`src/rtl/spi_slave.sv`:
```
`timescale 1ns/1ps
`default_nettype none
// ============================================================================
//  Module      : spi_slave
//  Description : Byte-oriented SPI target. Oversamples sclk/cs/mosi on clkin,
//                supports all CPOL/CPHA modes and selectable CS polarity,
//                MSB-first 8-bit words, single-entry transmit buffer with a
//                load handshake and a sticky underrun flag.
//  Revision    : 1.0 - initial release
// ============================================================================
module spi_slave (
    input  logic       clkin,
    input  logic       rst,
    input  logic       cpol,
    input  logic       cpha,
    input  logic       cspol,
    input  logic       sclk,
    input  logic       cs,
    input  logic       mosi,
    output logic       miso,
    output logic       miso_oe,
    input  logic [7:0] data_i,
    input  logic       tx_we,
    output logic       tx_ready,
    output logic       tx_underrun,
    output logic [7:0] data_o,
    output logic       rx_valid,
    output logic       state
);

    typedef enum logic [0:0] {
        ST_IDLE = 1'b0,
        ST_SEL  = 1'b1
    } state_t;

    // Synchronizer stages
    logic       r_sclk_s1, r_sclk_s2, r_sclk_s3;
    logic       r_cs_s1, r_cs_s2;
    logic       r_mosi_s1, r_mosi_s2;

    // Control / receive path
    state_t     r_state;
    logic       r_sel_prev;
    logic [2:0] r_bitcnt;
    logic [7:0] r_rxsh;
    logic [7:0] r_data_o;
    logic       r_rx_valid;
    logic       r_byte_done;

    // Transmit path
    logic [7:0] r_txsh;
    logic [7:0] r_txbuf;
    logic       r_tx_full;
    logic       r_underrun;

    // Decoded conditions
    logic       w_selected;
    logic       w_lead;
    logic       w_trail;
    logic       w_sample;
    logic       w_shift;
    logic       w_enter;
    logic       w_active;
    logic       w_load;
    logic       w_shift_only;

    // Bring the asynchronous bus pins into the clkin domain; sclk keeps a third stage for edge detection
    always_ff @(posedge clkin) begin
        r_sclk_s1 <= sclk;
        r_sclk_s2 <= r_sclk_s1;
        r_sclk_s3 <= r_sclk_s2;
        r_cs_s1   <= cs;
        r_cs_s2   <= r_cs_s1;
        r_mosi_s1 <= mosi;
        r_mosi_s2 <= r_mosi_s1;
    end

    // cspol is the idle level, so anything else means we are addressed
    assign w_selected = (r_cs_s2 != cspol);

    // Leading edge leaves the idle level, trailing edge returns to it
    assign w_lead   = (r_sclk_s3 == cpol) && (r_sclk_s2 != cpol);
    assign w_trail  = (r_sclk_s3 != cpol) && (r_sclk_s2 == cpol);
    assign w_sample = cpha ? w_trail : w_lead;
    assign w_shift  = cpha ? w_lead  : w_trail;

    // Entry needs a fresh assertion: r_sel_prev comes out of reset set, so a
    // transaction already in progress at reset release is never re-entered.
    assign w_enter  = (r_state == ST_IDLE) && w_selected && !r_sel_prev;
    assign w_active = (r_state == ST_SEL) && w_selected;

    // CPHA=0 presents bit 7 at selection and reloads on the shift edge that
    // closes each byte; CPHA=1 reloads on the first shift edge of each byte.
    assign w_load = (w_enter && !cpha) ||
                    (w_active && w_shift && (cpha ? (r_bitcnt == 3'd0) : r_byte_done));
    assign w_shift_only = w_active && w_shift && !w_load;

    // Select state machine and receive shifter
    always_ff @(posedge clkin) begin
        if (rst) begin
            r_state     <= ST_IDLE;
            r_sel_prev  <= 1'b1;
            r_bitcnt    <= 3'd0;
            r_rxsh      <= 8'h00;
            r_data_o    <= 8'h00;
            r_rx_valid  <= 1'b0;
            r_byte_done <= 1'b0;
        end else begin
            r_sel_prev <= w_selected;
            r_rx_valid <= 1'b0;
            if (r_state == ST_IDLE) begin
                if (w_enter) begin
                    r_state <= ST_SEL;
                end
            end else if (!w_selected) begin
                // Deselect drops any partial byte
                r_state     <= ST_IDLE;
                r_bitcnt    <= 3'd0;
                r_byte_done <= 1'b0;
            end else begin
                if (w_load) begin
                    r_byte_done <= 1'b0;
                end
                if (w_sample) begin
                    r_rxsh   <= {r_rxsh[6:0], r_mosi_s2};
                    r_bitcnt <= r_bitcnt + 3'd1;
                    if (r_bitcnt == 3'd7) begin
                        r_data_o    <= {r_rxsh[6:0], r_mosi_s2};
                        r_rx_valid  <= 1'b1;
                        r_byte_done <= 1'b1;
                    end
                end
            end
        end
    end

    // Transmit shifter and single-entry buffer; a load consumes the old
    // buffer contents before a same-cycle write is considered.
    always_ff @(posedge clkin) begin
        if (rst) begin
            r_txsh     <= 8'hFF;
            r_txbuf    <= 8'h00;
            r_tx_full  <= 1'b0;
            r_underrun <= 1'b0;
        end else begin
            if (w_load) begin
                r_txsh    <= r_tx_full ? r_txbuf : 8'hFF;
                r_tx_full <= 1'b0;
                if (!r_tx_full) begin
                    r_underrun <= 1'b1;
                end
            end else if (w_shift_only) begin
                r_txsh <= {r_txsh[6:0], 1'b0};
            end
            if (tx_we && !r_tx_full) begin
                r_txbuf   <= data_i;
                r_tx_full <= 1'b1;
            end
        end
    end

    assign miso        = r_txsh[7];
    assign state       = (r_state == ST_SEL);
    assign miso_oe     = (r_state == ST_SEL);
    assign tx_ready    = ~r_tx_full;
    assign tx_underrun = r_underrun;
    assign data_o      = r_data_o;
    assign rx_valid    = r_rx_valid;

endmodule
`default_nettype wire
```
`config.mk`:
```
export PLATFORM = sky130hd
export DESIGN_NAME = spi_slave
export DESIGN_NICKNAME = d
export VERILOG_FILES = /design/src/rtl/spi_slave.sv
export SDC_FILE = /design/constraint.sdc
export NUM_CORES = 1
export LEC_CHECK = 0
export BUFFER_PORTS_ARGS = -buffer_cell sky130_fd_sc_hd__buf_2
export CORE_ASPECT_RATIO = 0.8
export CORE_UTILIZATION = 45
export DETAILED_ROUTE_END_ITERATION = 6
export GPL_ROUTABILITY_DRIVEN = 0
export GPL_TIMING_DRIVEN = 0
export PLACE_DENSITY = 0.77
export SYNTH_ARGS = -nofsm -noshare
export SYNTH_HDL_FRONTEND = slang
export SYNTH_SLANG_ARGS = --single-unit
```
`constraint.sdc`:
```
create_clock -name clkin -period 4.75 [get_ports clkin]
set_input_delay 0 -clock clkin [delete_from_list [all_inputs] [get_ports clkin]]
set_output_delay 0 -clock clkin [all_outputs]
set_load 0.02 [all_outputs]
```
* Yosys cells after proc, flatten, opt, wreduce, memory -nomap -nowiden
Index checks and enable logic that the tools add are counted.
** Storage, ports and cells
- Bits in registers :: 47
- Latch bits :: 0
- RAM bits :: 0
- Bits in read-only memories :: 0
- Input port bits :: 17
- Output and inout bits :: 14
- Logic and storage cells :: 71
- Memories kept :: 0
** Operators by class
- Add/subtract/negate cells :: 1
- $mul :: 0
- Div/mod/pow operators :: 0
- Magnitude comparators :: 0
- Eq/ne operators :: 7
- Shift operators :: 0
- Muxes and demuxes :: 18
- Bitwise gates (word level) :: 4
- Reduce and logical (&&, ||, !) cells :: 23
** Operator list (count)
- 2-to-1 mux 8 bit :: 3
- 2-to-1 mux 1 bit :: 13
- logical AND 1 bit :: 10
- 2-to-1 mux 3 bit :: 2
- zero test 1 bit :: 4
- NOT 1 bit :: 4
- AND reduction 2 bit :: 2
- AND reduction 4 bit :: 1
- nonzero test 2 bit :: 2
- OR reduction 4 bit :: 1
- adder 3 x 1 -> 3 bit, second input constant :: 1
- equality test 3 bit, second input constant :: 1
- zero test 3 bit :: 1
- != test 1 bit :: 3
- AND reduction 3 bit :: 1
- equality test 1 bit :: 2
- != test 2 x 1 -> 1 bit, second input constant :: 1
- logical OR 1 bit :: 1

* Longest topological paths before layout
- Depth in word-level cells :: 10
- Gate-level depth with buffers :: 7
- Mapped depth without buffers :: 6

* Worst setup path after synthesis
No wires, ideal clock.
- Path type :: register to register
- Start :: reg r_state, in the netlist miso_oe
- End :: reg r_txsh[1]
- Setup time :: 0.127 ns
- Data arrival time :: 1.543 ns
- Required time :: 4.623 ns
- Slack :: 3.080 ns
- Stages on the path, launching flop included :: 7
- Path buffers :: 2
- Clock period less this slack :: 1.670 ns
- Cell sequence :: dfxtp_1 > buf_2 > or3_1 > clkbuf_1 > and2_1 > a221oi_1 > o21ai_1
** On the way
- Word-level cells in the longest chain between the ends :: 8
- Elaborated cells between the ends (all ways) :: 12
- Those cells by class :: mux (1); bitwise (1); reduce/logical (10)
** RTL lines
- start, declared :: RTL line 42 : state_t r_state;
- start signal, assigned :: RTL line 101 : r_state <= ST_IDLE;
- start signal, assigned :: RTL line 113 : r_state <= ST_SEL;
- start signal, assigned :: RTL line 117 : r_state <= ST_IDLE;
- NOT 1 bit (no line)
- logical AND 1 bit (2 in a row) :: RTL line 89 : assign w_enter = (r_state == ST_IDLE) && w_selected && !r_sel_prev;
- logical AND 1 bit :: RTL line 94 : assign w_load = (w_enter && !cpha) ||
- logical OR 1 bit :: RTL line 94
- zero test 1 bit :: RTL line 96 : assign w_shift_only = w_active && w_shift && !w_load;
- logical AND 1 bit :: RTL line 96
- nonzero test 2 bit (no line)
- end signal, assigned :: RTL line 147 : r_txsh <= r_tx_full ? r_txbuf : 8'hFF;
- end signal, assigned :: RTL line 153 : r_txsh <= {r_txsh[6:0], 1'b0};
- end, declared :: RTL line 51 : logic [7:0] r_txsh;
Several ways; a longest one is shown, not always the timed one.
A chain may end at the register's enable or synchronous reset.

* Worst setup path after layout
- Start :: reg r_bitcnt[1]
- End :: reg r_data_o[4], in the netlist data_o[4]
** On the way
- Word-level cells in the longest chain between the ends :: 2
** RTL lines
- start, declared :: RTL line 44 : logic [2:0] r_bitcnt;
- start signal, assigned :: RTL line 126 : r_bitcnt <= r_bitcnt + 3'd1;
- equality test 3 bit :: RTL line 127 : if (r_bitcnt == 3'd7) begin
- AND reduction 4 bit (no line)
- end signal, assigned :: RTL line 128 : r_data_o <= {r_rxsh[6:0], r_mosi_s2};
- end, declared :: RTL line 46 : logic [7:0] r_data_o;
Every way passes these cells.

==> flow_summary.yaml <==
finish:
  num_antenna_cells: 0
  drive_above_1_share_pct: 22.3
  nFillCells: 391
  final_area_um2: 2560
  fin_nets: 284
  area_growth_pct: 20.6
  final_util_pct: 58.8
  instances_no_fill: 322
  ff_latch_area_um2: 941
  multi_input_area_um2: 1040
global_routing:
  grtUsageMet2_pct: 28.4
  grt_pass1_vias: 1636
  grt_overflow: 0
  antenna_found_initial: 0
  top_usage_layer: "met1"
  use_met1_pct: 29.1
  use_met3_pct: 4.93
  grt_start_max_net_pins: 16
  grt_pass1_wl_mm: 7.75
  grt_usage_pct: 19.8
synthesis:
  syn_avg_cell_area_um2: 9.89
  synthesis.area_um2: 2130
  synth_area_leaders: "dfxtp_1, mux2i_1, a311oi_2"
  synth.distinct_cells: 40
  synth_top_area_share_pct: 44.3
  yosysTopAreaCell: "dfxtp_1"
  yosys_warnings: 0
  synthCells: 215
  yosysSeqAreaShare_pct: 44.3
  synth_seq_cells: 47
  synth_fp_nets: 235
clocking:
  post_cts_buffers: 0
  clk_root_buffer_cell: "clkbuf_8"
  cts_max_level: 2
  cts_sinks: 47
  cts_made_buffers: 5
  cts_tree: "done"
  clock_latency_ns: 0.30
  clk_path_buf_depth: 2
  clkTransAtPathRegs_ns: 0.09
sta:
  hold_viol_final: 0
  fin_crit_ns: 1.83
  period_share_pct: 38.4
  finalSetupViolCount: 0
  tightest_slew_ns: 0.677
  hold_ws_ns: 0.0912
  maxSlewHeadroom_pct: 54.8
  max_freq_mhz: 548
  slew_violations: 0
  rsz0062_at_grt: "no"
  clock-skew-final_ns: 0.0155
  tns_ns: 0
floorplan:
  core_um2: 4360
  start_util_pct: 48.7
  die_y_um: 63.5
  io_pins: 31
  die_w_um: 78.8
  die_area_um2: 5000
  fp-row-count: 21
drt:
  drtIter0Drc: 138
  finalWirelength_mm: 4.51
  ant_nets: 0
  first_pass_iters: 4
  dr_total_vias: 1748
  drc_errors: 0
  post_drt_wl_per_cell_um: 14.0
  vias_per_cell: 5.43
power:
  powerDensity_nw_per_um2: 300
  ir_drop_mv: 0.182
  p_leak_nw: 1.02
placement:
  placed_cells: 302
  dp_hpwl_mm: 3.17
  placed_area_um2: 2350
  io_buffers: 30
setup_path:
  arrival_ns: 2.07
  criticalPathCategory: "reg2reg"
  cp-start-kind: "register"
  crit_path_end_kind: "register"
  crit_required_ns: 4.99
  cp_max_fo: 10
outcome:
  status: "complete, no violations"
job:
  cap_violations: 0
worst_hold_path:
  holdCritPathClass: "in2reg"
-- synth_stat cells --
cell,count
a211o_1,1
a21boi_1,1
a21o_4,1
a21oi_1,10
a221oi_1,7
a311oi_1,1
a311oi_2,8
a31o_1,8
a32o_1,1
and2_0,1
and2_1,7
and2b_1,1
and3_4,1
and3b_1,1
buf_1,2
buf_2,3
buf_4,2
buf_6,3
clkbuf_1,8
dfxtp_1,47
ha_1,3
inv_1,12
mux2_4,2
mux2i_1,18
nand2_1,4
nand2b_1,8
nand3_1,8
nand3b_1,2
nand4_1,3
nor2_1,12
nor2b_1,4
nor3_1,2
o211ai_1,1
o21ai_0,9
o21ai_1,7
o31ai_1,2
or3_1,1
xnor2_1,1
xnor2_2,1
xor2_1,1
-- critical path, cell delays in order (launching register included) --
cell and delay (ns):
dfxtp_1 0.35, ha_1 0.17, ha_1 0.14, buf_1 0.51, and3_4 0.32, buf_6 0.13, a31o_1 0.15
-- path summary, 6_finish.rpt --
path                            slack [ns]                     start  cells past startpoint                       end
worst max register to register        2.92  r_bitcnt[1]$_SDFFE_PP0P_                      6    data_o[4]$_SDFFE_PP0P_
worst max-delay path                  2.92  r_bitcnt[1]$_SDFFE_PP0P_                      6    data_o[4]$_SDFFE_PP0P_
worst min-delay path                  0.09                       rst                      4  r_bitcnt[2]$_SDFFE_PP0P_
worst min register to register        0.33         r_sclk_s1$_DFF_P_                      0         r_sclk_s2$_DFF_P_
-- state kept, by name, indices dropped and copies added, names as in the netlist, 3 cells and up --
| signal | cells |
|---|---|
| r_txsh | 8 |
| r_bitcnt | 3 |
| data_o | 8 |
| r_txbuf | 8 |
| r_rxsh | 7 |
-- per-layer routing --
metal | share of wire (%) | vias to the layer above | routed length [µm]
met3 | 5.3 | 2 | 240
met1 | 51 | 830 | 2310
met2 | 43 | 49 | 1930
li1 | - | 867 | -
met4 | 0.62 | 0 | 28
met5 | 0 | - | 0
-- area by class of cell --
cell class	instances	area share, %
multi-input combinational	138	40.5
tap	57	2.78
timing repair buffer	42	10.5
buffer	18	3.95
clock buffer	6	3.22
sequential	47	36.7
inverter	12	1.76
clock inverter	2	0.537
-- power breakdown --
group / internal, W / switching [W]
sequential: 0.000406 / 0.00000735
clock: 0.000119 / 0.000135
combinational: 0.0000447 / 0.0000565
total: 0.000570 / 0.000198
-- what timing repair did --
item / CTS / global route
hold endpoints to repair: 12 / 0
hold buffers: 12 / 0
gates resized for setup: 0 / 0
-- cells in the final DEF, fill, tap and decap left out, drive strengths merged, types with 2 or more instances in the layout --
cell type    synthesis  layout
o21ai               16      16
a311oi               9       9
nor3                 2       2
inv                 12      13
a21oi               10      10
nor2b                4       4
ha                   3       3
nand3b               2       2
clkbuf               8      14
nand2b               8       8
dlygate4sd3          0      12
nand3                8       8
dfxtp               47      47
a221oi               7       7
o31ai                2       2
mux2                 2       2
and2                 8       8
xnor2                2       2
mux2i               18      18
nand4                3       3
nor2                12      12
nand2                4       4
buf                 10      40
a31o                 8       8
-- per-stage QoR --
stage | setup slack, ns | power (W)
after global placement | 3.02 | 0.000513
after global routing | 2.81 | 0.000805
after CTS | 2.94 | 0.000773
after detailed placement | 2.95 | 0.000516
after floorplan | 3.08 | 0.000488
final | 2.92 | 0.000769
-- cell families after synthesis --
family	Yosys count	share of synthesized area, %
AND/OR/NAND/NOR	55	14.2
buffers and inverters	30	6.89
flip-flops	47	44.3
multiplexers	20	9.89
AO/OA/AOI/OAI	57	21.4
XOR/XNOR	3	1.59
adder cells (fa/ha/maj)	3	1.77
No activity file was read; power rests on OpenSTA's default activity.
